==> src/rtl/step_ctrl_unit.sv <==
// rtl/step_ctrl_unit.sv - phase-strobe control unit for a five-phase instruction sequencer
// Optional phase-order checking is compiled in when STEP_SEQ_CHECK_EN is defined.
module step_ctrl_unit (
  input  logic        clk,
  input  logic        reset,
  input  logic [4:0]  step,
  input  logic [31:0] instr_in,
  output logic [31:0] ir_out,
  output logic        ir_load,
  output logic        alu_en,
  output logic        mem_rd,
  output logic        mem_wr,
  output logic        reg_wr,
  output logic        pc_inc,
  output logic [15:0] retired_cnt,
  output logic        seq_err
);

  localparam logic [4:0] PH_FETCH     = 5'd1;
  localparam logic [4:0] PH_DECODE    = 5'd2;
  localparam logic [4:0] PH_EXECUTE   = 5'd4;
  localparam logic [4:0] PH_MEMORY    = 5'd8;
  localparam logic [4:0] PH_WRITEBACK = 5'd16;

  typedef enum logic [2:0] {
    CLS_ALU    = 3'd0,
    CLS_LOAD   = 3'd1,
    CLS_STORE  = 3'd2,
    CLS_BRANCH = 3'd3,
    CLS_NOP    = 3'd4
  } iclass_t;

  logic [4:0]  step_q;
  logic        step_onehot;
  logic        entry;
  iclass_t     cls_q;
  iclass_t     cls_d;
  logic [31:0] ir_d;
  logic [15:0] cnt_d;
  logic        ir_load_d;
  logic        alu_en_d;
  logic        mem_rd_d;
  logic        mem_wr_d;
  logic        reg_wr_d;
  logic        pc_inc_d;

  function automatic iclass_t decode_class(input logic [5:0] op);
    case (op)
      6'h00:   return CLS_ALU;
      6'h01:   return CLS_LOAD;
      6'h02:   return CLS_STORE;
      6'h03:   return CLS_BRANCH;
      default: return CLS_NOP;
    endcase
  endfunction

  // An entry is a change to a legal phase code; a held phase never re-fires.
  assign step_onehot = (step != 5'd0) && ((step & (step - 5'd1)) == 5'd0);
  assign entry       = step_onehot && (step != step_q);

  always_comb begin
    ir_d      = ir_out;
    cls_d     = cls_q;
    cnt_d     = retired_cnt;
    ir_load_d = 1'b0;
    alu_en_d  = 1'b0;
    mem_rd_d  = 1'b0;
    mem_wr_d  = 1'b0;
    reg_wr_d  = 1'b0;
    pc_inc_d  = 1'b0;
    if (entry) begin
      case (step)
        PH_FETCH: begin
          ir_d      = instr_in;
          ir_load_d = 1'b1;
        end
        PH_DECODE: begin
          cls_d = decode_class(ir_out[31:26]);
        end
        PH_EXECUTE: begin
          alu_en_d = (cls_q != CLS_NOP);
        end
        PH_MEMORY: begin
          mem_rd_d = (cls_q == CLS_LOAD);
          mem_wr_d = (cls_q == CLS_STORE);
        end
        PH_WRITEBACK: begin
          reg_wr_d = (cls_q == CLS_ALU) || (cls_q == CLS_LOAD);
          pc_inc_d = 1'b1;
          cnt_d    = retired_cnt + 16'd1;
        end
        default: ;
      endcase
    end
  end

  always_ff @(posedge clk or posedge reset) begin
    if (reset) begin
      step_q      <= 5'd0;
      ir_out      <= 32'd0;
      cls_q       <= CLS_NOP;
      retired_cnt <= 16'd0;
      ir_load     <= 1'b0;
      alu_en      <= 1'b0;
      mem_rd      <= 1'b0;
      mem_wr      <= 1'b0;
      reg_wr      <= 1'b0;
      pc_inc      <= 1'b0;
    end else begin
      step_q      <= step;
      ir_out      <= ir_d;
      cls_q       <= cls_d;
      retired_cnt <= cnt_d;
      ir_load     <= ir_load_d;
      alu_en      <= alu_en_d;
      mem_rd      <= mem_rd_d;
      mem_wr      <= mem_wr_d;
      reg_wr      <= reg_wr_d;
      pc_inc      <= pc_inc_d;
    end
  end

`ifdef STEP_SEQ_CHECK_EN
  logic [4:0] last_phase;
  logic [4:0] expected_next;
  logic       seq_err_d;

  // A zero last_phase means nothing seen since reset, so any first phase is accepted.
  assign expected_next = (last_phase == PH_WRITEBACK) ? PH_FETCH : {last_phase[3:0], 1'b0};

  always_comb begin
    seq_err_d = seq_err;
    if (entry && (last_phase != 5'd0) && (step != expected_next))
      seq_err_d = 1'b1;
    if (!step_onehot && (step != 5'd0))
      seq_err_d = 1'b1;
  end

  always_ff @(posedge clk or posedge reset) begin
    if (reset) begin
      last_phase <= 5'd0;
      seq_err    <= 1'b0;
    end else begin
      seq_err <= seq_err_d;
      if (entry)
        last_phase <= step;
    end
  end
`else
  assign seq_err = 1'b0;
`endif

endmodule

==> config.mk <==
export PLATFORM = sky130hd
export DESIGN_NAME = step_ctrl_unit
export DESIGN_NICKNAME = d
export VERILOG_FILES = /design/src/rtl/step_ctrl_unit.sv
export SDC_FILE = /design/constraint.sdc
export NUM_CORES = 1
export LEC_CHECK = 0
export BUFFER_PORTS_ARGS = -buffer_cell sky130_fd_sc_hd__buf_2
export CORE_UTILIZATION = 25
export CTS_BUF_LIST = sky130_fd_sc_hd__clkbuf_8 sky130_fd_sc_hd__clkbuf_16
export DETAILED_ROUTE_END_ITERATION = 8
export GPL_ROUTABILITY_DRIVEN = 0
export GPL_TIMING_DRIVEN = 0
export MAX_ROUTING_LAYER = met4
export PLACE_DENSITY = 0.52
export SKIP_CTS_REPAIR_TIMING = 1
export SLEW_MARGIN = 25
export SYNTH_ARGS = -nofsm -noshare
export SYNTH_HDL_FRONTEND = slang
export SYNTH_SLANG_ARGS = --single-unit
==> constraint.sdc <==
create_clock -name clk -period 1.9 [get_ports clk]
set_clock_uncertainty 0.15 [all_clocks]
set_input_delay 0.38 -clock clk [delete_from_list [all_inputs] [get_ports clk]]
set_output_delay 0.38 -clock clk [all_outputs]
set_load 0.02 [all_outputs]
==> summary.md <==
| Metric | Value |
|---|---|
| Largest net degree at the start of global routing | 27 |
| Combinational power share | 23.9% |
| Peak supply drop | around 0.36 mV |
| Internal power | about 2.7 mW |
| Fmax | around 540 MHz |
| GR Overflow Total | 0 |
| Sw Ratio | roughly 30% |
| Max FO, Critical Path | 10 |
| Input/output buffers | 92 |
| Drc violations | 0 |
| Syn Area/Cell | 14.65 sq um |
| Antenna cells | 0 |
| Cell area after synthesis | ~0.0027 sq mm |
| Drt initial violations | 26 |
| Setup CP Type | flop to flop |
| FF+latch count, synth | between 60 and 70 |
| Library cells used by synthesis | 34 |
| Setup crit end kind | flop |
| Antenna violations before repair | 0 |
| Detailed Place HPWL | 4044 um |
| Placed insts | around 410 |
| NetSw | about 1.2 mW |
| Final Cycle Share | 97.98% |
| Initial Util | roughly a quarter |
| Area of the multi-input gates | approximately 0.0011 sq mm |
| Worst endpoint required time | approximately 2000 ps |
| Sequential share of power | 44.0% |
| Via Count | 1790 |
| Area grow syn2layout | 37.90% |
| Post-route ant nets | 0 |
| Die height | 105.0 um |
| Most common cell in the synthesized netlist | dfrtp_1 |
| Worst Setup Start Kind | flop |
| Global-route usage over all layers | approximately 11% |
| Die width | between 100 and 150 um |
| Fill count | 1052 |
| Mapped Cells | 181 |
| Min Tclk post-route | around 1900 ps |
| Synth area leader | dfrtp_1 |
| Outcome | completed |
| Crit path DAT | approximately 1900 ps |
| Clk_lat worst skew | ~330 ps |
| First-pass GRT wire length | 9239 um |
| Layout Nets | between 300 and 400 |
| Clock root buffer | clkbuf_8 |
| Pwr dens | around 1100 mW/mm^2 |
| Leak pwr | between 1.5 and 2 nW |
| Layout cell share with drive strength beyond 1 | between 50 and 60% |
| Number of max-cap violations | 0 |
| Area after DPL | approximately 0.0033 sq mm |
| Post-synth top area share | a little under three fifths |
| Via density | roughly 4.1 |
| Non-filler cells, final | about 440 |
| Maximum root-to-sink buffer count | 2 |
| Syn Nets | between 200 and 250 |
| Final setup fails | 0 |
| Register area share after synthesis | around three fifths |
| YS warnings | 0 |
| DRT Wirelength | 5535 um |
| Pins Over Slew Limit | 0 |
| CTS tree | built |
| Main synth FF type | dfrtp_1 |
| DR pass1 iterations | 4 |
| WL per Instance | ~13 um |
| RSZ-0062 raised after global routing | true |
| Clock Power Share | about 32% |
| HP Class | input port to flop |
| Synth cell count leaders | 61 x dfrtp_1, 29 x mux2_4, 14 x xor2_1 |
| Register cell area after layout | between 0.0015 and 0.002 sq mm |
| Clock Sinks | 62 |
| Vias in the first global route | 1841 |
| Core area | 0.01032 sq mm |
| Cell area after layout | around 0.0037 sq mm |
| Hold violation count in the final report | 0 |
| CTS Buf Count | 9 |
| Area contributors post-synth | dfrtp_1 58%, mux2_4 16%, xor2_1 4.6% |
| Die Footprint | between 0.01 and 0.015 sq mm |
| R2r setup slk | approximately 38 ps |
| Post-synth EDFFs | 0 |
| CTS HTree Levels | 3 |
| Clk pin slew, worst setup/hold paths | around 70 ps |
| Async S/R FF share, synth | 100.0% |
| FP Rows | 37 |
| I/O Pins | 94 |
## cell usage in the layout (no fill, tap or decap), drive strengths merged, types with 2 or more instances in the layout
cell type	netlist	final
nor4b	2	2
mux2	33	33
nand3	3	3
clkbuf	0	10
nand4	7	7
nand3b	2	2
xor2	14	14
xnor2	6	6
bufinv	0	2
clkinv	0	3
clkinvlp	0	2
nand4b	3	3
inv	5	5
buf	5	107
o21ai	2	2
nor2	5	5
nor4	3	3
and3	4	4
dfrtp	61	61
and2	2	2
nand2	5	5
nor3	8	8
## critical path: stages (launching register included)
cell and delay [ps]:
dfrtp_1 370, xor2_1 150, nor3_2 270, a21oi_4 120, nand4b_4 180, buf_8 180
mux2_4 310
## path summary, 6_finish.rpt
check	from	end	cells after the start
worst max-delay path	step_q[4]	ir_out[20]	6
worst min-delay path	step[4]	step_q[4]	1
worst max register to register	step_q[4]	ir_out[20]	6
worst min register to register	cls_q[0]	mem_wr	1
max in group asynchronous	reset	cls_q[2]	5
min in group asynchronous	reset	ir_out[22]	3
## kinds of logic after synthesis
group	after synthesis	synth area share [%]
AOI/OAI and AO/OA	5	1.652
xor gates and xnor gates	20	6.607
adders and majority gates	1	0.4718
buffers and inverters	10	2.454
DFF	62	58.57
muxes	33	18.12
other	1	0.1414
and+or+nand+nor	49	11.99
## area by class of cell
type,count,area share [%]
tap,136,4.654
inverter,5,0.6160
clock buffer,9,3.388
sequential,62,42.47
buffer,5,1.643
multi-input combinational,109,28.75
timing repair buffer,104,16.02
clock inverter,7,2.464
## layer usage
layer  routed length [um]  share of wire (%)  up-vias  global-route usage (%)
li1                     -                  -      869                       -
met1                 2651                 48      849                   14.57
met2                 2545                 46       62                   16.46
met3                  251                4.5       10                   2.620
met4                   87                1.6        0                   5.433
met5                    0                  0        -                       -
## stage by stage
| step | TNS (ps) | util (%) | power (mW) | hold slack (ps) | setup slack (ps) |
|---|---|---|---|---|---|
| after floorplan | 0 | - | 2.303 | 259.7 | 87.62 |
| after global placement | -12620 | 31.87 | 2.621 | 277.7 | -436.0 |
| after detailed placement | -12920 | 32.34 | 2.646 | 276.3 | -378.8 |
| after CTS | -2804 | 34.41 | 3.932 | -93.58 | -105.5 |
| after global routing | -1935 | 35.41 | 4.091 | 56.14 | -79.13 |
| final | 0 | 35.41 | 3.872 | 80.51 | 38.33 |
## power groups by stage
stage	Clock (mW)	Sequential, mW	Combinational [mW]
floorplan	0	1.95	0.356
global placement	0	1.72	0.899
detailed placement	0	1.72	0.927
CTS	1.30	1.70	0.927
global route	1.37	1.73	0.989
finish	1.24	1.70	0.927
## flip-flops by register name, indices dropped and copies added (netlist names)
register     flops
ir_out          32
retired_cnt     16
step_q           5
cls_q            3
alu_en           1
ir_load          1
mem_rd           1
mem_wr           1
pc_inc           1
reg_wr           1
Power figures use the tool's default switching activity.
